==> src/rtl/pipe_hazard_ctrl.sv <==
// pipe_hazard_ctrl -- pipeline sequencer for the 5-stage CPU.
//
// Drives the write-enable, flush and bubble controls of the PC, IF/ID,
// ID/EX, EX/MEM and MEM/WB registers. It resolves load-use hazards, taken
// branches resolved in MEM, and data-memory wait states. A watchdog halts
// the pipe after TIMEOUT consecutive busy cycles; only reset leaves HALT.
//
// Ports:
//   clk, rst (async, active-low)
//   id_rs, id_rt, id_uses_rt     source operands of the instruction in ID
//   ex_memread, ex_rt            load in EX and its destination
//   mem_branch_taken             branch in MEM resolved taken
//   mem_busy                     data memory not ready this cycle
//   pc_wen ... memwb_bubble      pipeline-register controls (combinational)
//   halted                       sticky watchdog halt
//   stall_cnt, flush_cnt         saturating performance counters
//
// Build option: define PERF_CNT_EN to implement the performance counters;
// without it stall_cnt and flush_cnt are tied to zero.
module pipe_hazard_ctrl #(
  parameter int unsigned REG_W   = 5,
  parameter int unsigned TIMEOUT = 64,
  parameter int unsigned CNT_W   = 16
) (
  input  logic             clk,
  input  logic             rst,
  input  logic [REG_W-1:0] id_rs,
  input  logic [REG_W-1:0] id_rt,
  input  logic             id_uses_rt,
  input  logic             ex_memread,
  input  logic [REG_W-1:0] ex_rt,
  input  logic             mem_branch_taken,
  input  logic             mem_busy,
  output logic             pc_wen,
  output logic             ifid_wen,
  output logic             ifid_flush,
  output logic             idex_wen,
  output logic             idex_bubble,
  output logic             exmem_wen,
  output logic             exmem_flush,
  output logic             memwb_bubble,
  output logic             halted,
  output logic [CNT_W-1:0] stall_cnt,
  output logic [CNT_W-1:0] flush_cnt
);

  localparam int unsigned WAIT_W = $clog2(TIMEOUT + 1);

  typedef enum logic [1:0] {
    RUN,
    MEM_WAIT,
    HALT
  } state_t;

  state_t              state, stateNext;
  logic [WAIT_W-1:0]   waitCnt, waitCntNext;
  logic                loadUse;

  // Register 0 is hardwired, so a load targeting it can never create a hazard.
  assign loadUse = ex_memread && (ex_rt != '0) &&
                   ((ex_rt == id_rs) || (id_uses_rt && (ex_rt == id_rt)));

  always_ff @(posedge clk or negedge rst) begin
    if (!rst) begin
      state   <= RUN;
      waitCnt <= '0;
    end else begin
      state   <= stateNext;
      waitCnt <= waitCntNext;
    end
  end

  always_comb begin
    stateNext    = state;
    waitCntNext  = '0;
    pc_wen       = 1'b1;
    ifid_wen     = 1'b1;
    ifid_flush   = 1'b0;
    idex_wen     = 1'b1;
    idex_bubble  = 1'b0;
    exmem_wen    = 1'b1;
    exmem_flush  = 1'b0;
    memwb_bubble = 1'b0;
    halted       = 1'b0;

    if (state == HALT) begin
      pc_wen       = 1'b0;
      ifid_wen     = 1'b0;
      idex_wen     = 1'b0;
      exmem_wen    = 1'b0;
      memwb_bubble = 1'b1;
      halted       = 1'b1;
    end else begin
      if (mem_busy) begin
        waitCntNext = waitCnt + WAIT_W'(1);
        stateNext   = (waitCnt == WAIT_W'(TIMEOUT - 1)) ? HALT : MEM_WAIT;
      end else begin
        stateNext   = RUN;
      end

      if (mem_busy) begin
        // EX/MEM is frozen, so a pending taken branch re-presents once
        // memory is ready; MEM/WB gets a bubble so WB never retires twice.
        pc_wen       = 1'b0;
        ifid_wen     = 1'b0;
        idex_wen     = 1'b0;
        exmem_wen    = 1'b0;
        memwb_bubble = 1'b1;
      end else if (mem_branch_taken) begin
        ifid_flush  = 1'b1;
        idex_bubble = 1'b1;
        exmem_flush = 1'b1;
      end else if (loadUse) begin
        pc_wen      = 1'b0;
        ifid_wen    = 1'b0;
        idex_bubble = 1'b1;
      end
    end
  end

`ifdef PERF_CNT_EN
  logic [CNT_W-1:0] stallCnt, flushCnt;

  // ifid_flush is raised only by a taken-branch flush, so it marks the event.
  always_ff @(posedge clk or negedge rst) begin
    if (!rst) begin
      stallCnt <= '0;
      flushCnt <= '0;
    end else begin
      if (!pc_wen && (stallCnt != '1))
        stallCnt <= stallCnt + CNT_W'(1);
      if (ifid_flush && (flushCnt != '1))
        flushCnt <= flushCnt + CNT_W'(1);
    end
  end

  assign stall_cnt = stallCnt;
  assign flush_cnt = flushCnt;
`else
  assign stall_cnt = '0;
  assign flush_cnt = '0;
`endif

endmodule

==> config.mk <==
export PLATFORM = sky130hd
export DESIGN_NAME = pipe_hazard_ctrl
export DESIGN_NICKNAME = d
export VERILOG_FILES = /design/src/rtl/pipe_hazard_ctrl.sv
export SDC_FILE = /design/constraint.sdc
export NUM_CORES = 1
export LEC_CHECK = 0
export BUFFER_PORTS_ARGS = -buffer_cell sky130_fd_sc_hd__buf_2
export CAP_MARGIN = 20
export CORE_MARGIN = 4
export CORE_UTILIZATION = 34
export CTS_CLUSTER_SIZE = 20
export DETAILED_ROUTE_END_ITERATION = 8
export PLACE_DENSITY = 0.75
export SETUP_SLACK_MARGIN = 0.02
export SYNTH_ARGS = -nofsm -noshare
export SYNTH_HDL_FRONTEND = slang
export SYNTH_SLANG_ARGS = --single-unit
==> constraint.sdc <==
create_clock -name clk -period 1.2 [get_ports clk]
set_clock_uncertainty 0.05 [all_clocks]
set_input_delay 0.12 -clock clk [delete_from_list [all_inputs] [get_ports clk]]
set_output_delay 0.12 -clock clk [all_outputs]
set_load 0.1 [all_outputs]
After elaboration in Yosys (flattened, before gate mapping)
Index checks and enable logic that the tools add are counted.
{"block": "op_classes", "add_sub_neg": 1, "n_eq_ne": 4, "n_mux": 20, "reduce_logical": 5}
{"op": "1-bit 2-to-1 mux", "count": 16}
{"op": "7-bit 2-to-1 mux", "count": 2}
{"op": "5-bit == test", "count": 2}
{"op": "7-bit by 1-bit adder with 7-bit output, second input constant", "count": 1}
{"op": "7-bit by 6-bit == test with 1-bit output, second input constant", "count": 1}
{"op": "5-bit nonzero test", "count": 1}
{"op": "2-bit 2-to-1 mux", "count": 2}
{"op": "1-bit logical AND", "count": 3}
{"op": "2-bit == test, second input constant", "count": 1}
{"op": "1-bit logical OR", "count": 1}
{"block": "word_totals", "reg_bits": 9, "in_bits": 21, "out_inout_bits": 41, "wordCells": 32}

Depth between registers and ports, before layout
Gate-level depths: netlist of run 1.
{"block": "logic_depth", "ltp_word": 8, "depth_mapped": 6, "mapped_depth_nobuf": 5}

Worst setup path before layout of run 1
Ideal clock, no wire load.
{"block": "synth_path", "kind": "register to output", "from": "reg state[1]", "to": "out idex_bubble", "arrival_ps": 5854, "t_required_ps": 1030, "setup_slack_ps": -4824, "path_stages_with_launch": 6, "path_buffers": 0, "cell_sequence": "dfrtp_1 -> nand2b_1 -> inv_1 -> nor2_1 -> inv_1 -> o31ai_1"}
{"block": "synth_between", "elab_chain_len": 2}
{"element": "start, declared", "line": "55", "text": "state_t state, stateNext;"}
{"element": "start signal, assigned", "line": "68", "text": "state <= stateNext;"}
{"element": "2-bit == test", "line": "86", "text": "if (state == HALT) begin"}
{"element": "1-bit 2-to-1 mux", "line": "86"}
{"element": "end, declared", "line": "38", "text": "output logic idex_bubble,"}
Every way passes these cells.

Worst setup path after layout of run 1
Same ends and word-level chain as after synthesis.

==> results of run 1 <==
stage by stage:
stage	std cells	cell area, um2	util, %	TNS, ps	setup slack (ps)
5_1_grt	166	1280	58.0	-3610	-500
2_1_floorplan	125	940	-	-10300	-2150
4_1_cts	161	1180	53.3	-2690	-443
6_report	166	1280	58.0	-2850	-418
3_3_place_gp	156	1060	47.9	-1500	-403
3_5_place_dp	156	1060	47.9	-1800	-451
sequential cells by signal (all words and copies together) (netlist names):
register,flops
state,2
waitCnt,7
cell usage after synthesis:
cell type  number
inv_1           3
ha_1            1
xor2_1         11
conb_1          1
nor3_1          2
buf_4          35
dfrtp_1         9
a21oi_1         1
o31a_1          1
o31ai_1         1
and3_1          1
xnor2_1         2
nand2b_1        1
o21a_1          1
or4_1           1
o21ai_1         1
nand3_1         3
nor4_2          1
nor2_1          9
a32oi_1         1
o21ai_0         1
or3_1           1
nand2_1         6
power by group through the flow:
stage | combinational (mW) | sequential, mW | clock [mW]
2_1_floorplan | 0.548 | 0.309 | 0
3_3_place_gp | 0.524 | 0.309 | 0
3_5_place_dp | 0.528 | 0.309 | 0
4_1_cts | 0.548 | 0.303 | 0.233
5_1_grt | 0.579 | 0.303 | 0.259
6_report | 0.561 | 0.304 | 0.221
kinds of logic after synthesis:
kind of cell,after synthesis,share of synthesized area (%)
AO/OA/AOI/OAI,7,5.96
XOR/XNOR,13,14.3
adder cells (fa/ha/maj),1,1.57
buffers and inverters,38,34.4
flip-flops,9,28.3
other,1,0.471
AND/OR/NAND/NOR,25,15.1
area by class of cell:
cell class	count	share of cell area (%)
clock buffer	4	2.05
inverter	3	1.37
multi-input combinational	78	40.9
sequential	9	17.6
tap	28	2.73
timing repair buffer	44	35.4
worst register-to-register path, stage by stage (launching register included):
cell     delay [ps]
dfrtp_1         410
buf_6           130
nand2_4          40
or3_4           360
a21oi_2         140
worst paths after layout:
kind                       cells after the start        from  slack (ps)           to
setup / recovery                               6    state[1]        -420  idex_bubble
hold / removal                                 3    mem_busy          90     state[1]
setup reg to reg                               4  waitCnt[1]           0   waitCnt[5]
hold reg to reg                                2    state[1]         480     state[1]
max in group asynchronous                      2         rst         730     state[1]
min in group asynchronous                      2         rst         200   waitCnt[5]
timing repair:
action	4_1_cts	5_1_grt
hold endpoints to repair	9	0
resized for setup	19	15
setup buffers	1	5
endpoints found under the setup margin	12	13
pin swaps	7	10
hold buffers	1	0
per-layer routing:
| layer | global-route usage, % | part of all wire, % |
|---|---|---|
| met5 | 0 | 0 |
| met4 | 4.07 | 0.59 |
| met3 | 3.45 | 10 |
| met2 | 21.0 | 61 |
| met1 | 10.0 | 28 |
==> run metrics, run 1 <==
Tot GR Track Use=10.7%; wire per inst=11.2 um; Clock Power Share=20.4%; first-pass GRT wire length=2700 um; Die W=56.4 um; Tmin final=1620 ps; io pins=62; Buf/Inv on CP=3; number of fillers in the final layout=201; HP Class=input port to flop; share of the synthesized area in the top cell type=33.0%; overall power=1.09 mW; syn avg cell area=8.48 um2; port bufs=29; ant diodes=0; die height=56.4 um; flops & latches, synth=9; type of origin of the critical path=flop; failing checks=negative setup slack; RSZ-0062 raised after global routing=yes; post-synth top area cell=buf_4; Worst Path Arrival=1450 ps; detailed-route wire length=1860 um; Placer Congestion=0.811; vias per cell=4.04; Final Max Slew Viols=0; peak supply drop=0.450 mV; CTS buffer count=3; Reg power frac=28.0%; commonest non-fill, non-tap cell in the layout=conb_1; post-synthesis sequential area ratio=28.3%; via count=671; Fin Hold WS=93.1 ps; TritonRoute pass-1 iters=4; clock tree buffer depth=2; Root Driver=clkbuf_4; max cap viols=0; initial antenna violation count=0; critical path capture point type=primary output; number of global-route vias before repair=665; Setup violations, final=9; status=complete, but fails checks; Synth area leaders=buf_4 (33%), dfrtp_1 (28%), xor2_1 (12%); Worst-path clk slew=60 ps; Cell variety after synth=23; P per Cell Area=847 nW/um2; CP peak stage delay=390 ps; Post-Syn Area=797 um2; register area=225 um2; Total Nets Final=161; Leakage=0.617 nW; share of layout cells above drive strength 1=47.8%; most frequent cells in the layout=conb_1 (32), buf_2 (13), buf_6 (11), buf_4 (10); Post-Syn Instances=94; HPWL after DPL=1490 um; crit-path cells=nand2b_4 > inv_4 > nor2_4 > inv_2 > o31ai_4 > buf_12; Internal=0.501 mW; Fmax achieved=618 MHz; CP top delay family=flip-flops; Layout area overhead=60.9%; Crit Path Max Fanout=4; Switching Share=53.9%; Combinational Power Share=51.7%; Antenna Nets Post-Route=0; CP max stage cell=dfrtp_1; Yosys warnings=0; H-tree depth=1; core area=2210 um2; Final period util=135%; CP required=1030 ps; largest net degree at the start of global routing=10; Final Hold Viols=0; Iteration-0 DRC Markers=4; area of the multi-input gates=524 um2; PnR worst setup slack=-418 ps; initial core utilization=36.0%; switching pwr=0.585 mW; die area=3180 um2; Remaining DRCs=0; Rows=17; grt total ovfl=0; TritonCTS sink count=9; crit path kind=flop to primary output; Clk Latency, worst-skew pair=250 ps; CTS tree=done
No activity file was read; power rests on OpenSTA's default activity.
==> run 2, diff against run 1 <==
MAX_ROUTING_LAYER = met4   (was not set)
==> run metrics, run 2 (synthesis results as in run 1) <==
status=complete, but fails checks; failing checks=negative setup slack; first-pass GRT wire length=2700 um; Reg power frac=28.0%; largest registers=waitCnt: 7 flops, state: 2 flops; TritonCTS sink count=9; critical path capture point type=primary output; Tmin final=1620 ps; Worst-path clk slew=60 ps; largest reg by FF count=waitCnt; Leakage=0.617 nW; Hold EP=state[1]; Worst Path Arrival=1450 ps; RSZ-0062 raised after global routing=yes; largest net degree at the start of global routing=10; Layout area overhead=60.9%; H-tree depth=1; commonest non-fill, non-tap cell in the layout=conb_1; Tot GR Track Use=11.0%; initial antenna violation count=0; Clock Power Share=20.4%; clock tree buffer depth=2; die area=3180 um2; overall power=1.09 mW; Remaining DRCs=0; CTS tree=done; worst reg-to-reg path cell count=4; number of flip-flops in the largest register=7; peak supply drop=0.449 mV; Routed met1 length=528 um; Final period util=135%; WL met2=1140 um; reg-to-reg endpoint=waitCnt[5]; HPWL after DPL=1490 um; max cap viols=0; R2R Setup Slk=0 ps; Top Metal Used=met4; Final Max Slew Viols=0; grt total ovfl=0; ant diodes=0; Die W=56.4 um; detailed-route wire length=1860 um; most frequent cells in the layout=conb_1 (32), buf_2 (13), buf_6 (11), buf_4 (10); length of routed met3 wiring=185 um; via count=671; io pins=62; Internal=0.501 mW; Rows=17; Crit Path Max Fanout=4; Final TNS setup=-2840 ps; Antenna Nets Post-Route=0; Fmax achieved=618 MHz; fin util=58.0%; die height=56.4 um; switching pwr=0.585 mW; share of layout cells above drive strength 1=47.8%; Iteration-0 DRC Markers=4; CTS buffer count=3; PnR worst setup slack=-418 ps; Final Hold Viols=0; vias per cell=4.04; number of fillers in the final layout=201; placed cell count=156; HP Start=mem_busy; Setup violations, final=9; Combinational Power Share=51.7%; Min-Delay Path Depth=3; final non-filler cell total=166; wire per inst=11.2 um; type of origin of the critical path=flop; number of global-route vias before repair=665; crit path kind=flop to primary output; Placer Congestion=0.822; HP Class=input port to flop; Switching Share=53.9%; Total Nets Final=161; Clk Latency, worst-skew pair=250 ps; Root Driver=clkbuf_4; Post-DP Area=1060 um2; TritonRoute pass-1 iters=4; P per Cell Area=847 nW/um2; final instance area=1280 um2; CP required=1030 ps; FF-to-FF Start=waitCnt[1]; core area=2210 um2; port bufs=29; initial core utilization=36.0%
==> run 2: cell counts in the layout (fill, tap and decap cells not counted) <==
No cell type changed its count.
==> run 2: per-stage QoR <==
step	setup WS (ps)	hold WS (ps)
3_5_place_dp	-451	-69.2
5_1_grt	-500	84.7
3_3_place_gp	-403	-78.1
6_report	-418	93.1
2_1_floorplan	-2150	-226
4_1_cts	-443	84.0
==> run 2: area by class of cell <==
cell class                 instances  area (um2)  area share [%]
timing repair buffer              44         454            35.4
clock buffer                       4        26.3            2.05
inverter                           3        17.5            1.37
sequential                         9         225            17.6
multi-input combinational         78         524            40.9
tap                               28        35.0            2.73
==> run 2: worst max path at each step <==
stage	startpoint	to	slack, ps	cells after the start
6_report	state[1]	idex_bubble	-420	6
2_1_floorplan	state[1]	idex_bubble	-2150	5
3_3_place_gp	ex_rt[3]	pc_wen	-400	6
4_1_cts	id_rt[1]	pc_wen	-440	6
3_5_place_dp	ex_rt[3]	pc_wen	-450	6
5_1_grt	state[0]	idex_bubble	-500	6
==> run 2: critical path, stage by stage (launching register included) <==
cell,delay [ps]
dfrtp_1,390
nand2b_4,100
inv_4,40
nor2_4,140
inv_2,70
o31ai_4,250
buf_12,210
==> run 2: what timing repair did <==
action | CTS | global route
endpoints found under the setup margin | 12 | 13
pin swaps | 7 | 10
hold buffers | 1 | 0
gates resized for setup | 19 | 15
endpoints found under the hold margin | 9 | 0
buffers inserted | 1 | 5
==> run 2: per-layer routing <==
metal / track usage, % / vias up
li1: - / 320
met1: 10.2 / 314
met2: 21.0 / 35
met3: 3.22 / 2
met4: 4.07 / 0
met5: - / -
==> run 2: power by group through the flow <==
| stage | Sequential [mW] | Combinational (mW) | Clock, mW |
|---|---|---|---|
| 2_1_floorplan | 0.309 | 0.548 | 0 |
| 3_3_place_gp | 0.309 | 0.524 | 0 |
| 3_5_place_dp | 0.309 | 0.528 | 0 |
| 4_1_cts | 0.303 | 0.548 | 0.233 |
| 5_1_grt | 0.303 | 0.579 | 0.259 |
| 6_report | 0.304 | 0.561 | 0.221 |
==> run 3, diff against run 2 <==
CAP_MARGIN = not set   (was 20)
CORE_UTILIZATION = 30   (was 34)
PLACE_DENSITY = 0.66   (was 0.75)
==> run metrics, run 3 (synthesis results as in run 1) <==
status=complete, but fails checks; failing checks=negative setup slack; final instance area=1310 um2; TritonCTS sink count=9; first-pass GRT wire length=2840 um; Placer Congestion=0.816; Post-DP Area=1090 um2; register area=226 um2; die area=3550 um2; share of layout cells above drive strength 1=47.9%; Fin Hold WS=82.5 ps; number of global-route vias before repair=690; Routed met1 length=548 um; peak supply drop=0.540 mV; io pins=62; initial core utilization=31.9%; core area=2500 um2; Layout area overhead=63.9%; overall power=1.09 mW; number of fillers in the final layout=236; wire per inst=11.6 um; ant diodes=0; PnR worst setup slack=-402 ps; grt total ovfl=0; detailed-route wire length=2000 um; H-tree depth=1; largest net degree at the start of global routing=10; crit-path cells=buf_6 > xor2_1 > nor4_2 > a32oi_2 > o31a_4 > buf_12; Die W=59.5 um; CTS buffer count=3; type of origin of the critical path=input port; Tmin final=1600 ps; TritonRoute pass-1 iters=3; Worst-path clk slew=60 ps; Root Driver=clkbuf_4; CP peak stage delay=390 ps; max cap viols=0; length of routed met3 wiring=234 um; Fmax achieved=624 MHz; Buf/Inv on CP=2; port bufs=29; vias per cell=3.99; CTS tree=done; Top Metal Used=met4; Rows=18; Worst Path Arrival=1430 ps; Remaining DRCs=0; CP max stage cell=o31a_4; Final Max Slew Viols=0; Antenna Nets Post-Route=0; initial antenna violation count=0; Setup violations, final=9; largest reg by FF count=waitCnt; Leakage=0.625 nW; number of flip-flops in the largest register=7; commonest non-fill, non-tap cell in the layout=conb_1; Final Hold Viols=0; Iteration-0 DRC Markers=3; largest registers=waitCnt: 7 flops, state: 2 flops; area of the multi-input gates=528 um2; Final TNS setup=-3020 ps; CP top delay family=compound AO/OA/AOI/OAI gates; clock tree buffer depth=2; P per Cell Area=832 nW/um2; WL met2=1180 um; final non-filler cell total=172; HPWL after DPL=1650 um; Tot GR Track Use=11.0%; Clk Latency, worst-skew pair=270 ps; placed cell count=162; die height=59.5 um; RSZ-0062 raised after global routing=yes; most frequent cells in the layout=conb_1 (32), buf_2 (17), buf_4 (11), xor2_1 (10), buf_6 (10); CP required=1030 ps; critical path capture point type=primary output; Total Nets Final=165; Final period util=133%; Crit Path Max Fanout=2; via count=686; crit path kind=input port to primary output; HP Class=input port to flop
-- run 3: timing repair --
action	4_1_cts	5_1_grt
setup endpoints to repair	11	13
hold buffers	1	0
pin swaps	5	6
resized for setup	19	12
endpoints found under the hold margin	9	0
setup buffers	2	4
-- run 3: report_power, final --
group	internal [mW]	total (mW)	switching, mW
combinational	0.0577	0.545	0.488
clock	0.128	0.239	0.110
sequential	0.303	0.303	0
total	0.489	1.09	0.598
-- run 3: path summary, 6_finish.rpt --
check                                start          to  slack, ps  depth (start not counted)
worst max-delay path              ex_rt[3]      pc_wen       -400                          6
worst min-delay path              mem_busy    state[1]         80                          3
worst max register to register  waitCnt[1]  waitCnt[4]         50                          5
worst min register to register  waitCnt[5]  waitCnt[5]        530                          2
max in group asynchronous              rst  waitCnt[3]        720                          2
min in group asynchronous              rst  waitCnt[4]        180                          2
-- run 3: layer usage --
layer | GRT usage (%) | vias up
li1 | - | 330
met1 | 9.71 | 311
met2 | 20.3 | 39
met3 | 3.92 | 6
met4 | 5.70 | 0
met5 | - | -
-- run 3: cell type report --
| class | count | area share, % |
|---|---|---|
| multi-input combinational | 78 | 40.4 |
| timing repair buffer | 48 | 36.0 |
| sequential | 9 | 17.3 |
| tap | 30 | 2.87 |
| clock buffer | 4 | 2.01 |
| inverter | 3 | 1.34 |
-- run 3: worst register-to-register path, stage by stage, from the launching register on --
cell and delay (ps):
dfrtp_1 420, ha_4 180, buf_6 120, nand3_4 70, xor2_2 140, nor2_1 50
-- run 3: metrics by stage --
| stage | setup WS [ps] | util (%) |
|---|---|---|
| 3_5_place_dp | -430 | 43.7 |
| 6_report | -402 | 52.3 |
| 2_1_floorplan | -2150 | - |
| 5_1_grt | -457 | 52.3 |
| 4_1_cts | -424 | 48.6 |
| 3_3_place_gp | -393 | 43.7 |
